File: config.mk
export PLATFORM = sky130hd
export DESIGN_NAME = serial_subtractor
export DESIGN_NICKNAME = d
export VERILOG_FILES = /design/src/rtl/serial_arith_pkg.sv /design/src/rtl/full_subtractor.sv /design/src/rtl/serial_subtractor.sv
export SDC_FILE = /design/constraint.sdc
export NUM_CORES = 1
export LEC_CHECK = 0
export CAP_MARGIN = 20
export CELL_PAD_IN_SITES_DETAIL_PLACEMENT = 0
export CELL_PAD_IN_SITES_GLOBAL_PLACEMENT = 1
export CORE_ASPECT_RATIO = 1.2
export CORE_UTILIZATION = 43
export CTS_CLUSTER_DIAMETER = 100
export DETAILED_ROUTE_END_ITERATION = 10
export DONT_BUFFER_PORTS = 1
export HOLD_SLACK_MARGIN = 0.02
export PLACE_DENSITY_LB_ADDON = 0.15
export SYNTH_ARGS = -nofsm -noshare
export SYNTH_HDL_FRONTEND = slang
export SYNTH_SLANG_ARGS = --single-unit
File: constraint.sdc
create_clock -name clock_sub_i -period 1.6 [get_ports clock_sub_i]
set_input_delay 0.24 -clock clock_sub_i [delete_from_list [all_inputs] [get_ports clock_sub_i]]
set_output_delay 0.24 -clock clock_sub_i [all_outputs]
set_load 0.02 [all_outputs]
File: src/rtl/serial_arith_pkg.sv
// Shared definitions for the bit-serial arithmetic blocks: default operand
// width and the start/load/shift/done FSM encoding.
package serial_arith_pkg;

  localparam int SERIAL_WIDTH = 8;

  typedef enum logic [1:0] {
    IDLE  = 2'd0,
    LOAD  = 2'd1,
    SHIFT = 2'd2,
    DONE  = 2'd3
  } sub_state_t;

endpackage

File: src/rtl/full_subtractor.sv
// One-bit full subtractor: d = a - b - bin, with the borrow out of this bit.
module full_subtractor (
  input  logic i_a,
  input  logic i_b,
  input  logic i_bin,
  output logic o_d,
  output logic o_bout
);

  assign o_d    = i_a ^ i_b ^ i_bin;
  assign o_bout = (~i_a & i_b) | (~(i_a ^ i_b) & i_bin);

endmodule

File: src/rtl/serial_subtractor.sv
// Bit-serial subtractor computing A - B LSB first through one borrow flop.
// Define SERIAL_SUB_OVF_EN to add the signed-overflow output ovf_sub_o.
module serial_subtractor
  import serial_arith_pkg::*;
#(
  parameter int WIDTH = SERIAL_WIDTH
) (
  input  logic             clock_sub_i,
  input  logic             resetn_sub_i,
  input  logic             start_sub_i,
  input  logic [WIDTH-1:0] a_sub_i,
  input  logic [WIDTH-1:0] b_sub_i,
  output logic [WIDTH:0]   diff_sub_o,
  output logic             busy_sub_o,
`ifdef SERIAL_SUB_OVF_EN
  output logic             ovf_sub_o,
`endif
  output logic             done_sub_o
);

  localparam int CW = $clog2(WIDTH + 1);
  localparam logic [CW-1:0] LAST_CNT = CW'(WIDTH - 1);

  sub_state_t       r_state;
  logic [CW-1:0]    r_cnt;
  logic             r_br;
  logic [WIDTH-1:0] r_a;
  logic [WIDTH-1:0] r_b;
  logic [WIDTH-1:0] r_res;
  logic [WIDTH:0]   r_diff;
  logic             r_done;
`ifdef SERIAL_SUB_OVF_EN
  logic             r_a_msb;
  logic             r_b_msb;
  logic             r_ovf;
`endif

  logic w_d;
  logic w_bout;

  full_subtractor u_fs (
    .i_a    (r_a[0]),
    .i_b    (r_b[0]),
    .i_bin  (r_br),
    .o_d    (w_d),
    .o_bout (w_bout)
  );

  always_ff @(posedge clock_sub_i) begin
    if (!resetn_sub_i) begin
      r_state <= IDLE;
      r_cnt   <= '0;
      r_br    <= 1'b0;
      r_a     <= '0;
      r_b     <= '0;
      r_res   <= '0;
      r_diff  <= '0;
      r_done  <= 1'b0;
`ifdef SERIAL_SUB_OVF_EN
      r_a_msb <= 1'b0;
      r_b_msb <= 1'b0;
      r_ovf   <= 1'b0;
`endif
    end else begin
      r_done <= 1'b0;
      case (r_state)
        IDLE: begin
          if (start_sub_i) r_state <= LOAD;
        end
        LOAD: begin
          r_a     <= a_sub_i;
          r_b     <= b_sub_i;
          r_br    <= 1'b0;
          r_cnt   <= '0;
          r_state <= SHIFT;
`ifdef SERIAL_SUB_OVF_EN
          // Operand MSBs are shifted out, so keep them for the overflow test.
          r_a_msb <= a_sub_i[WIDTH-1];
          r_b_msb <= b_sub_i[WIDTH-1];
`endif
        end
        SHIFT: begin
          if (start_sub_i) begin
            r_state <= LOAD;
          end else begin
            r_res <= {w_d, r_res[WIDTH-1:1]};
            r_a   <= {1'b0, r_a[WIDTH-1:1]};
            r_b   <= {1'b0, r_b[WIDTH-1:1]};
            r_br  <= w_bout;
            r_cnt <= r_cnt + CW'(1);
            if (r_cnt == LAST_CNT) r_state <= DONE;
          end
        end
        DONE: begin
          r_diff  <= {r_br, r_res};
          r_done  <= 1'b1;
          r_state <= start_sub_i ? LOAD : IDLE;
`ifdef SERIAL_SUB_OVF_EN
          r_ovf   <= (r_a_msb != r_b_msb) && (r_res[WIDTH-1] != r_a_msb);
`endif
        end
        default: r_state <= IDLE;
      endcase
    end
  end

  assign diff_sub_o = r_diff;
  assign done_sub_o = r_done;
  assign busy_sub_o = (r_state == LOAD) || (r_state == SHIFT);
`ifdef SERIAL_SUB_OVF_EN
  assign ovf_sub_o  = r_ovf;
`endif

endmodule

==> metrics.md, run 1 <==
| Metric | Value |
|---|---|
| Worst EP arrival | `1.77 ns` |
| Max-slew violation count | `0` |
| Synth top area share | `0.451` |
| Largest area contributor in the netlist | `dfxtp_1` |
| YS warnings | `0` |
| Antenna diodes | `0` |
| HP Class | `in -> reg` |
| Critical path's top delay family | `simple AND/OR/NAND/NOR gates` |
| Total power | `0.00281 W` |
| Register area share after synthesis | `0.451` |
| Post-Route Skew | `0.00172 ns` |
| Worst Setup End Kind | `register` |
| Crit path max fanout | `4` |
| Post-synth EDFFs | `0` |
| DR iter-0 viols | `46` |
| Routed len/inst | `13.4 um` |
| Worst Hold Depth | `1` |
| WL met3 | `168 um` |
| Final ANT Viol Nets | `0` |
| CP max stage delay | `0.38 ns` |
| TritonCTS clock tree | `done` |
| Area Overhead vs Synth | `11.7%` |
| Syn Nets | `208` |
| WL met1 | `1390 um` |
| Pleak | `0.876 nW` |
| GPL Wtd Cong | `0.705` |
| Slew headroom | `0.834` |
| H-tree depth | `2` |
| Initial antenna violation count | `0` |
| Chip width | `61.4 um` |
| Drt total wl | `3250 um` |
| First-pass GRT wire length | `5440 um` |
| Vias in the first global route | `1243` |
| Least-Margin Pin Slew | `0.248 ns` |
| CP required | `1.82 ns` |
| R2R Path End | `r_state[0]` |
| Number of hold violations in the final report | `0` |
| Num CTS Buffers | `5` |
| # IOs | `30` |
| Worst path bufs/invs | `1` |
| Via density per instance | `5.24` |
| DIE HEIGHT | `73.3 um` |
| Period minus WS final | `1.55 ns` |
| Clock root buffer | `clkbuf_8` |
| Met2 Wirelength | `1660 um` |
| Top_reg_cell synth | `dfxtp_1` |
| Asr flop ratio synth | `0` |
| Final core occ | `0.508` |
| Cell row count | `25` |
| Syn_area_per_cell | `10.0 sq um` |
| Power density over the cells | `1380 mW/mm^2` |
| Max capacitance violation total | `0` |
| CTS clk-pin slew, worst paths | `0.07 ns` |
| Vias | `1267` |
| Core area | `0.00400 sq mm` |
| Later-pin clock latency in the skew report | `0.29 ns` |
| Hold-fix buffers at CTS | `0` |
| TritonRoute pass-1 iters | `4` |
| Critical Path Start Type | `register` |
| Status | `complete, no violations` |
| Longest Clk Path Bufs | `2` |
| Share of cells above drive strength 1 | `0.138` |
| Min-delay src | `resetn_sub_i` |
| Fmax | `646 MHz` |
| Mapped Cells | `182` |
| Hold Path Sink | `r_b[2]` |
| Max IR drop VDD | `0.614 mV` |
| DRC | `0` |
| R2R Path Start | `r_state[0]` |
| CP Cell Sequence | `inv_2 -> ha_2 -> and4bb_1 -> or3_4 -> a31oi_1 -> a21boi_2` |
| Full die area | `0.00450 sq mm` |
| Starting density of the core | `0.455` |
| Internal reg-to-reg setup slack | `0.05 ns` |
| Post-Syn Area | `0.00182 sq mm` |
| Layout Nets | `213` |
| Largest net degree at the start of global routing | `40` |
| GR Overflow Total | `0` |
| Crit Path Category | `reg -> reg` |
| RSZ-0062 raised after global routing | `yes` |
| Top post-synthesis cells by area | `dfxtp_1, mux2i_1, o211a_1, nand2_1, nor2b_1` |
| CP max stage cell | `or3_4` |
| Top Metal Used | `met4` |
| Unique masters post-synth | `31` |
| CTS sink count | `41` |
| Detailed Place HPWL | `2260 um` |
| Reg2Reg Depth | `6` |
| Endpoints failing setup | `0` |
| Part of the cycle the worst path needs | `0.967` |
| Total GRT Usage | `0.163` |
| Flops & latches, synth | `41` |
| PortBufs | `0` |
## registers in the layout (all words and copies together), names as in the netlist
| name | flops |
|---|---|
| r_state | 2 |
| diff_sub_o | 9 |
| r_res | 8 |
| r_br | 1 |
| done_sub_o | 1 |
| r_cnt | 4 |
| r_b | 8 |
| r_a | 8 |
## layout make-up
type	count	area (sq um)
Sequential cell	41	823
Fill cell	422	1970
Multi-Input combinational cell	126	931
Tap cell	54	67.6
Clock inverter	1	30.0
Clock buffer	7	86.3
Timing Repair Buffer	9	80.1
Inverter	4	15.0
## logic make-up (layout without fill, tap and decap cells)
logic type / Yosys count / in the layout / share of synthesized area
AO/OA/AOI/OAI: 35 / 35 / 0.159
XOR/XNOR: 1 / 1 / 0.00481
adder cells (fa/ha/maj): 7 / 7 / 0.0522
buffers and inverters: 15 / 21 / 0.0405
flip-flops: 41 / 41 / 0.451
multiplexers: 23 / 23 / 0.126
AND/OR/NAND/NOR: 60 / 60 / 0.166
## worst max-delay path by stage
| stage | depth (start not counted) | startpoint | to |
|---|---|---|---|
| after floorplan | 8 | r_state[0] | r_a[1] |
| after global placement | 6 | r_state[0] | r_state[0] |
| after detailed placement | 6 | r_state[0] | r_state[0] |
| after CTS | 6 | r_state[0] | r_state[0] |
| after global routing | 6 | r_state[0] | r_state[0] |
| final | 6 | r_state[0] | r_state[0] |
## cell usage after synthesis, types with 2 or more instances
cell type,n
a21boi_0,9
a21oi_1,3
a22oi_1,4
buf_2,5
clkbuf_1,4
dfxtp_1,41
ha_1,6
inv_1,4
mux2i_1,23
nand2_1,29
nand2b_1,2
nand3_1,2
nor2_1,5
nor2b_1,13
o211a_1,15
o21ai_0,2
## where the power goes
part / switching, W / internal (W)
sequential: 0.0000852 / 0.00117
combinational: 0.000361 / 0.000344
clock: 0.000339 / 0.000509
total: 0.000785 / 0.00202
## metal layers
layer  vias to the layer above  GRT usage
met3                         5     0.0581
met4                         0     0.0519
met5                         -          0
met1                       608      0.185
met2                        24      0.279
li1                        630          -
## per-stage QoR
step                      std cells  area (sq um)  setup TNS, ns  hold slack [ns]  setup WS, ns
after floorplan                 182          1820              0            0.391       0.00622
after global placement          232          1890              0            0.373        0.0884
after detailed placement        232          1890        -0.0119            0.379       -0.0119
after CTS                       240          2010              0           0.0648        0.0174
after global routing            242          2030        -0.0363           0.0698       -0.0229
final                           242          2030              0           0.0845        0.0522
## worst register-to-register path, stage by stage, from the launching register on
cell and delay (ns):
dfxtp_2 0.33, inv_2 0.08, ha_2 0.18, and4bb_1 0.22, or3_4 0.38, a31oi_1 0.13, a21boi_2 0.17
## what timing repair did
item                       4_1_cts  5_1_grt
gates resized for setup          1        5
pin swaps                        0        1
setup buffers                    0        2
setup endpoints to repair        1        7
## placed cells by master, fill, tap and decap left out, drive strengths merged
cell type	n
a21boi	10
a21oi	3
a22oi	4
a31oi	1
and2	1
and2b	1
and3	1
and4bb	1
buf	9
bufinv	1
clkbuf	7
dfxtp	41
fa	1
ha	6
inv	4
mux2i	23
nand2	30
nand2b	2
nand3	2
nand3b	1
nor2	6
nor2b	13
o211a	15
o21ai	2
or3	2
xor2	1
Note: power is estimated with default switching activity, not from simulation.
==> run 2: changes to the inputs <==
--- a/config.mk
+++ b/config.mk
@@ -14,7 +14,7 @@
 export DETAILED_ROUTE_END_ITERATION = 10
 export DONT_BUFFER_PORTS = 1
 export HOLD_SLACK_MARGIN = 0.02
-export PLACE_DENSITY_LB_ADDON = 0.15
+export PLACE_DENSITY = 0.71
 export SYNTH_ARGS = -nofsm -noshare
 export SYNTH_HDL_FRONTEND = slang
 export SYNTH_SLANG_ARGS = --single-unit
==> run 2 against run 1 <==
Effect of this change:
- clock-buffer cell count is 2 lower
- sequential share of layout area hardly changed
- hold slack worse by 0.0039 ns
- final area is 0.12% lower
- non-clock buffer count stayed put
- combinational power is 7.7% higher
- global-route usage is 0.57 points higher
- worst setup slack better by 0.021 ns
- critical endpoint unchanged
- highest routed layer unchanged
==> metrics.md, run 2 (synthesis results as in run 1) <==
| Metric | Value |
|---|---|
| Status | `complete, no violations` |
| Power density over the cells | `1310 mW/mm^2` |
| RSZ-0062 raised after global routing | `no` |
| Num CTS Buffers | `5` |
| Antenna diodes | `0` |
| Least-Margin Pin Slew | `0.283 ns` |
| PortBufs | `0` |
| Final core occ | `0.507` |
| Pleak | `0.866 nW` |
| Sw power | `0.000831 W` |
| DIE HEIGHT | `73.3 um` |
| HP Class | `in -> reg` |
| Chip width | `61.4 um` |
| TritonRoute pass-1 iters | `4` |
| DRC | `0` |
| Endpoints failing setup | `0` |
| DP Area | `0.00189 sq mm` |
| Via density per instance | `5.23` |
| Crit Path Category | `reg -> reg` |
| # fillers | `427` |
| H-tree depth | `2` |
| Reg2Reg Depth | `6` |
| Area Overhead vs Synth | `11.5%` |
| GPL Wtd Cong | `0.689` |
| Largest net degree at the start of global routing | `40` |
| Vias | `1266` |
| Comb pwr share | `0.285` |
| Max capacitance violation total | `0` |
| CTS sink count | `41` |
| Total GRT Usage | `0.168` |
| Number of hold violations in the final report | `0` |
| Core area | `0.00400 sq mm` |
| Clock root buffer | `clkbuf_8` |
| Cell row count | `25` |
| Drt total wl | `3370 um` |
| Starting density of the core | `0.455` |
| Sw frac | `0.312` |
| Share of cells above drive strength 1 | `0.149` |
| Final ANT Viol Nets | `0` |
| Most common cell after layout, fill and taps aside | `dfxtp_1` |
| Fin Setup TNS | `0 ns` |
| Cell-internal power | `0.00184 W` |
| Most frequent cells in the layout | `dfxtp_1, nand2_1, mux2i_1` |
| Worst EP arrival | `1.75 ns` |
| Hold-fix buffers at CTS | `0` |
| Post-Route Skew | `0.00768 ns` |
| Routed len/inst | `13.9 um` |
| Worst Setup End Kind | `register` |
| Worst Hold Depth | `1` |
| Clock Power Share | `0.244` |
| GR Overflow Total | `0` |
| Later-pin clock latency in the skew report | `0.29 ns` |
| Critical Path Start Type | `register` |
| # IOs | `30` |
| TritonCTS clock tree | `done` |
| Layout Nets | `213` |
| First-pass GRT wire length | `5550 um` |
| Detailed Place HPWL | `2360 um` |
| Full die area | `0.00450 sq mm` |
| Flop pwr share | `0.471` |
| Max IR drop VDD | `0.690 mV` |
| Vias in the first global route | `1289` |
| Max-slew violation count | `0` |
| Largest register FFs | `9` |
| Fmax | `655 MHz` |
| Crit path max fanout | `3` |
| Slew headroom | `0.811` |
| Longest Clk Path Bufs | `2` |
| Initial antenna violation count | `0` |
| Period minus WS final | `1.53 ns` |
| CTS clk-pin slew, worst paths | `0.08 ns` |
| DR iter-0 viols | `55` |
| Finished Cell Area | `0.00203 sq mm` |
| Part of the cycle the worst path needs | `0.954` |
| CP required | `1.83 ns` |
-- run 2: metrics by stage --
stage / hold WS [ns] / instances / setup WS (ns) / power (W)
floorplan: 0.391 / 182 / 0.00622 / 0.00179
global route: 0.0603 / 242 / 0.00247 / 0.00282
finish: 0.0806 / 242 / 0.0730 / 0.00267
global placement: 0.373 / 232 / 0.0874 / 0.00192
detailed placement: 0.381 / 232 / -0.0739 / 0.00198
CTS: 0.0655 / 242 / 0.0123 / 0.00268
-- run 2: worst max-delay path: stages, from the launching register on --
cell,delay (ns)
dfxtp_2,0.34
inv_4,0.07
ha_4,0.13
and4bb_1,0.21
or3_4,0.41
a31oi_4,0.14
a21boi_2,0.16
-- run 2: path summary, 6_finish.rpt --
| check | slack [ns] | endpoint | startpoint |
|---|---|---|---|
| min | 0.08 | r_br | resetn_sub_i |
| max reg2reg | 0.07 | r_state[0] | r_state[0] |
| max | 0.07 | r_state[0] | r_state[0] |
| min reg2reg | 0.47 | r_res[0] | r_res[0] |
-- run 2: final cells by class --
type	instances	area (sq um)	area share
Inverter	4	17.5	0.00863
Multi-Input combinational cell	126	956	0.471
Clock buffer	5	68.8	0.0339
Tap cell	54	67.6	0.0333
Clock inverter	3	17.5	0.00863
Sequential cell	41	823	0.405
Timing Repair Buffer	9	80.1	0.0394
-- run 2: power groups by stage --
stage	Sequential, W	Clock [W]	Combinational [W]
floorplan	0.00126	0	0.000538
global placement	0.00127	0	0.000652
detailed placement	0.00127	0	0.000701
CTS	0.00125	0.000680	0.000749
global route	0.00127	0.000710	0.000841
finish	0.00126	0.000652	0.000759
-- run 2: timing repair --
item,4_1_cts,5_1_grt
gates cloned,0,0
gates resized for setup,5,5
setup buffers,2,0
pin swaps,0,2
setup endpoints to repair,1,1
-- run 2: routing by layer --
metal  vias to the layer above  wire length (um)  global-route usage
li1                        633                 -                   -
met3                         5               181              0.0563
met4                         0                43              0.0593
met2                        26              1750               0.308
met1                       602              1390               0.174
met5                         -                 0                   0
==> run 3: changes to the inputs <==
--- a/config.mk
+++ b/config.mk
@@ -13,6 +13,7 @@
 export CTS_CLUSTER_DIAMETER = 100
 export DETAILED_ROUTE_END_ITERATION = 10
 export DONT_BUFFER_PORTS = 1
+export GPL_TIMING_DRIVEN = 0
 export HOLD_SLACK_MARGIN = 0.02
 export PLACE_DENSITY = 0.71
 export SYNTH_ARGS = -nofsm -noshare
==> run 3 against run 2 <==
Effect of this change:
- clock-buffer cell count is 1 higher
- sequential share of layout area is 1.6 points lower
- clock skew is 0.0026 ns lower
- non-clock buffer count is 6 higher
- hold slack better by 0.055 ns
- fmax is 1.1% lower
- cell count is 2.5% higher
- combinational power is 5.3% higher
- core utilization is 2.2 points higher
- die area stayed put
- largest cell class unchanged
==> metrics.md, run 3 (synthesis results as in run 1) <==
| Metric | Value |
|---|---|
| Status | `complete, no violations` |
| CP required | `1.79 ns` |
| Later-pin clock latency in the skew report | `0.29 ns` |
| Core area | `0.00400 sq mm` |
| CP Cell Sequence | `inv_6 -> ha_1 -> buf_6 -> nand2b_1 -> buf_6 -> a21oi_2 -> xor2_1 -> and3_1` |
| Post-Route Skew | `0.00512 ns` |
| CTS clk-pin slew, worst paths | `0.08 ns` |
| # IOs | `30` |
| Worst Setup End Kind | `register` |
| Via density per instance | `5.20` |
| Finished Cell Area | `0.00212 sq mm` |
| Num CTS Buffers | `5` |
| Max IR drop VDD | `0.585 mV` |
| Critical path's top delay family | `flip-flops` |
| Vias | `1290` |
| Worst path bufs/invs | `3` |
| TritonRoute pass-1 iters | `4` |
| Fmax | `648 MHz` |
| Max capacitance violation total | `0` |
| Drt total wl | `3470 um` |
| GR Overflow Total | `0` |
| Initial antenna violation count | `0` |
| GPL Wtd Cong | `0.724` |
| Detailed Place HPWL | `2520 um` |
| Number of hold violations in the final report | `0` |
| Critical Path Start Type | `register` |
| DRC | `0` |
| Slew headroom | `0.723` |
| DR iter-0 viols | `29` |
| Part of the cycle the worst path needs | `0.965` |
| Vias in the first global route | `1350` |
| Antenna diodes | `0` |
| CP max stage delay | `0.37 ns` |
| H-tree depth | `2` |
| Most frequent cells in the layout | `dfxtp_1, nand2_1, mux2i_1` |
| Longest Clk Path Bufs | `2` |
| Area Overhead vs Synth | `16.4%` |
| RSZ-0062 raised after global routing | `yes` |
| CTS sink count | `41` |
| Cell row count | `25` |
| Starting density of the core | `0.455` |
| Share of cells above drive strength 1 | `0.175` |
| Largest net degree at the start of global routing | `14` |
| Worst EP arrival | `1.73 ns` |
| Period minus WS final | `1.54 ns` |
| Endpoints failing setup | `0` |
| Power density over the cells | `1380 mW/mm^2` |
| Crit Path Category | `reg -> reg` |
| Clock root buffer | `clkbuf_8` |
| Most common cell after layout, fill and taps aside | `dfxtp_1` |
| Layout Nets | `219` |
| Largest register FFs | `9` |
| Least-Margin Pin Slew | `0.415 ns` |
| PortBufs | `0` |
| TritonCTS clock tree | `done` |
| Chip width | `61.4 um` |
| First-pass GRT wire length | `5760 um` |
| Routed len/inst | `14.0 um` |
| Final ANT Viol Nets | `0` |
| DIE HEIGHT | `73.3 um` |
| Max-slew violation count | `0` |
| Hold Worst Slack | `0.136 ns` |
| Crit path max fanout | `10` |
| Total GRT Usage | `0.176` |
| CP max stage cell | `dfxtp_4` |
| HP Class | `in -> reg` |
| Fin Setup TNS | `0 ns` |
| DP Area | `0.00189 sq mm` |
| Pleak | `0.899 nW` |
| Full die area | `0.00450 sq mm` |
| CP most frequent cell | `buf_6` |
==> run 3: changes by cell type in the layout (fill, tap and decap cells not counted), sizes merged <==
cell | previous run | this run
clkinv | 2 | 0
buf | 9 | 11
bufinv | 0 | 1
clkbuf | 5 | 10
==> run 3: stage by stage <==
stage	instances	utilization	setup slack, ns	total power, W
floorplan	182	-	0.00622	0.00179
global placement	236	0.472	-0.181	0.00191
detailed placement	236	0.472	-0.257	0.00194
CTS	248	0.519	0.00590	0.00291
global route	248	0.529	-0.0440	0.00310
finish	248	0.529	0.0557	0.00293
==> run 3: where the power goes <==
part / switching, W / internal [W] / leakage (nW)
logic: 0.000415 / 0.000384 / 0.506
clock network: 0.000352 / 0.000507 / 0.0574
registers: 0.0000945 / 0.00117 / 0.335
total: 0.000862 / 0.00206 / 0.899
==> run 3: area by class of cell <==
cell class              instances  area (sq um)
inverters                       4          20.0
clock buffers                   6          82.6
repair buffers                  4          30.0
multi-input cells             126           978
well taps                      54          67.6
fillers                       411          1880
clock inverters                 2          37.5
plain buffers                  11          77.6
flip-flops and latches         41           826
==> run 3: layer usage <==
metal / up-vias / wire (um) / share of wire / GRT usage
met4: 0 / 69 / 0.020 / 0.0889
li1: 647 / - / - / -
met5: - / 0 / 0 / 0
met1: 609 / 1430 / 0.41 / 0.189
met3: 8 / 166 / 0.048 / 0.0440
met2: 26 / 1810 / 0.52 / 0.312
==> run 3: worst paths after layout <==
path	slack (ns)	from	end	depth (start not counted)
worst max register to register	0.06	r_state[0]	r_cnt[3]	8
worst max-delay path	0.06	r_state[0]	r_cnt[3]	8
worst min register to register	0.47	r_res[0]	r_res[0]	2
worst min-delay path	0.14	b_sub_i[7]	r_b[7]	2
==> run 3: repair_timing <==
| action | CTS | global route |
|---|---|---|
| setup endpoints to repair | 24 | 16 |
| hold buffers | 0 | 0 |
| buffers inserted | 4 | 0 |
| resized for setup | 12 | 12 |
| gates cloned | 0 | 0 |
| pin swaps | 1 | 2 |
==> run 3: worst register-to-register path, cell delays in order, from the launching register on <==
cell	delay, ns
dfxtp_4	0.37
inv_6	0.04
ha_1	0.19
buf_6	0.14
nand2b_1	0.15
buf_6	0.17
a21oi_2	0.06
xor2_1	0.13
and3_1	0.17
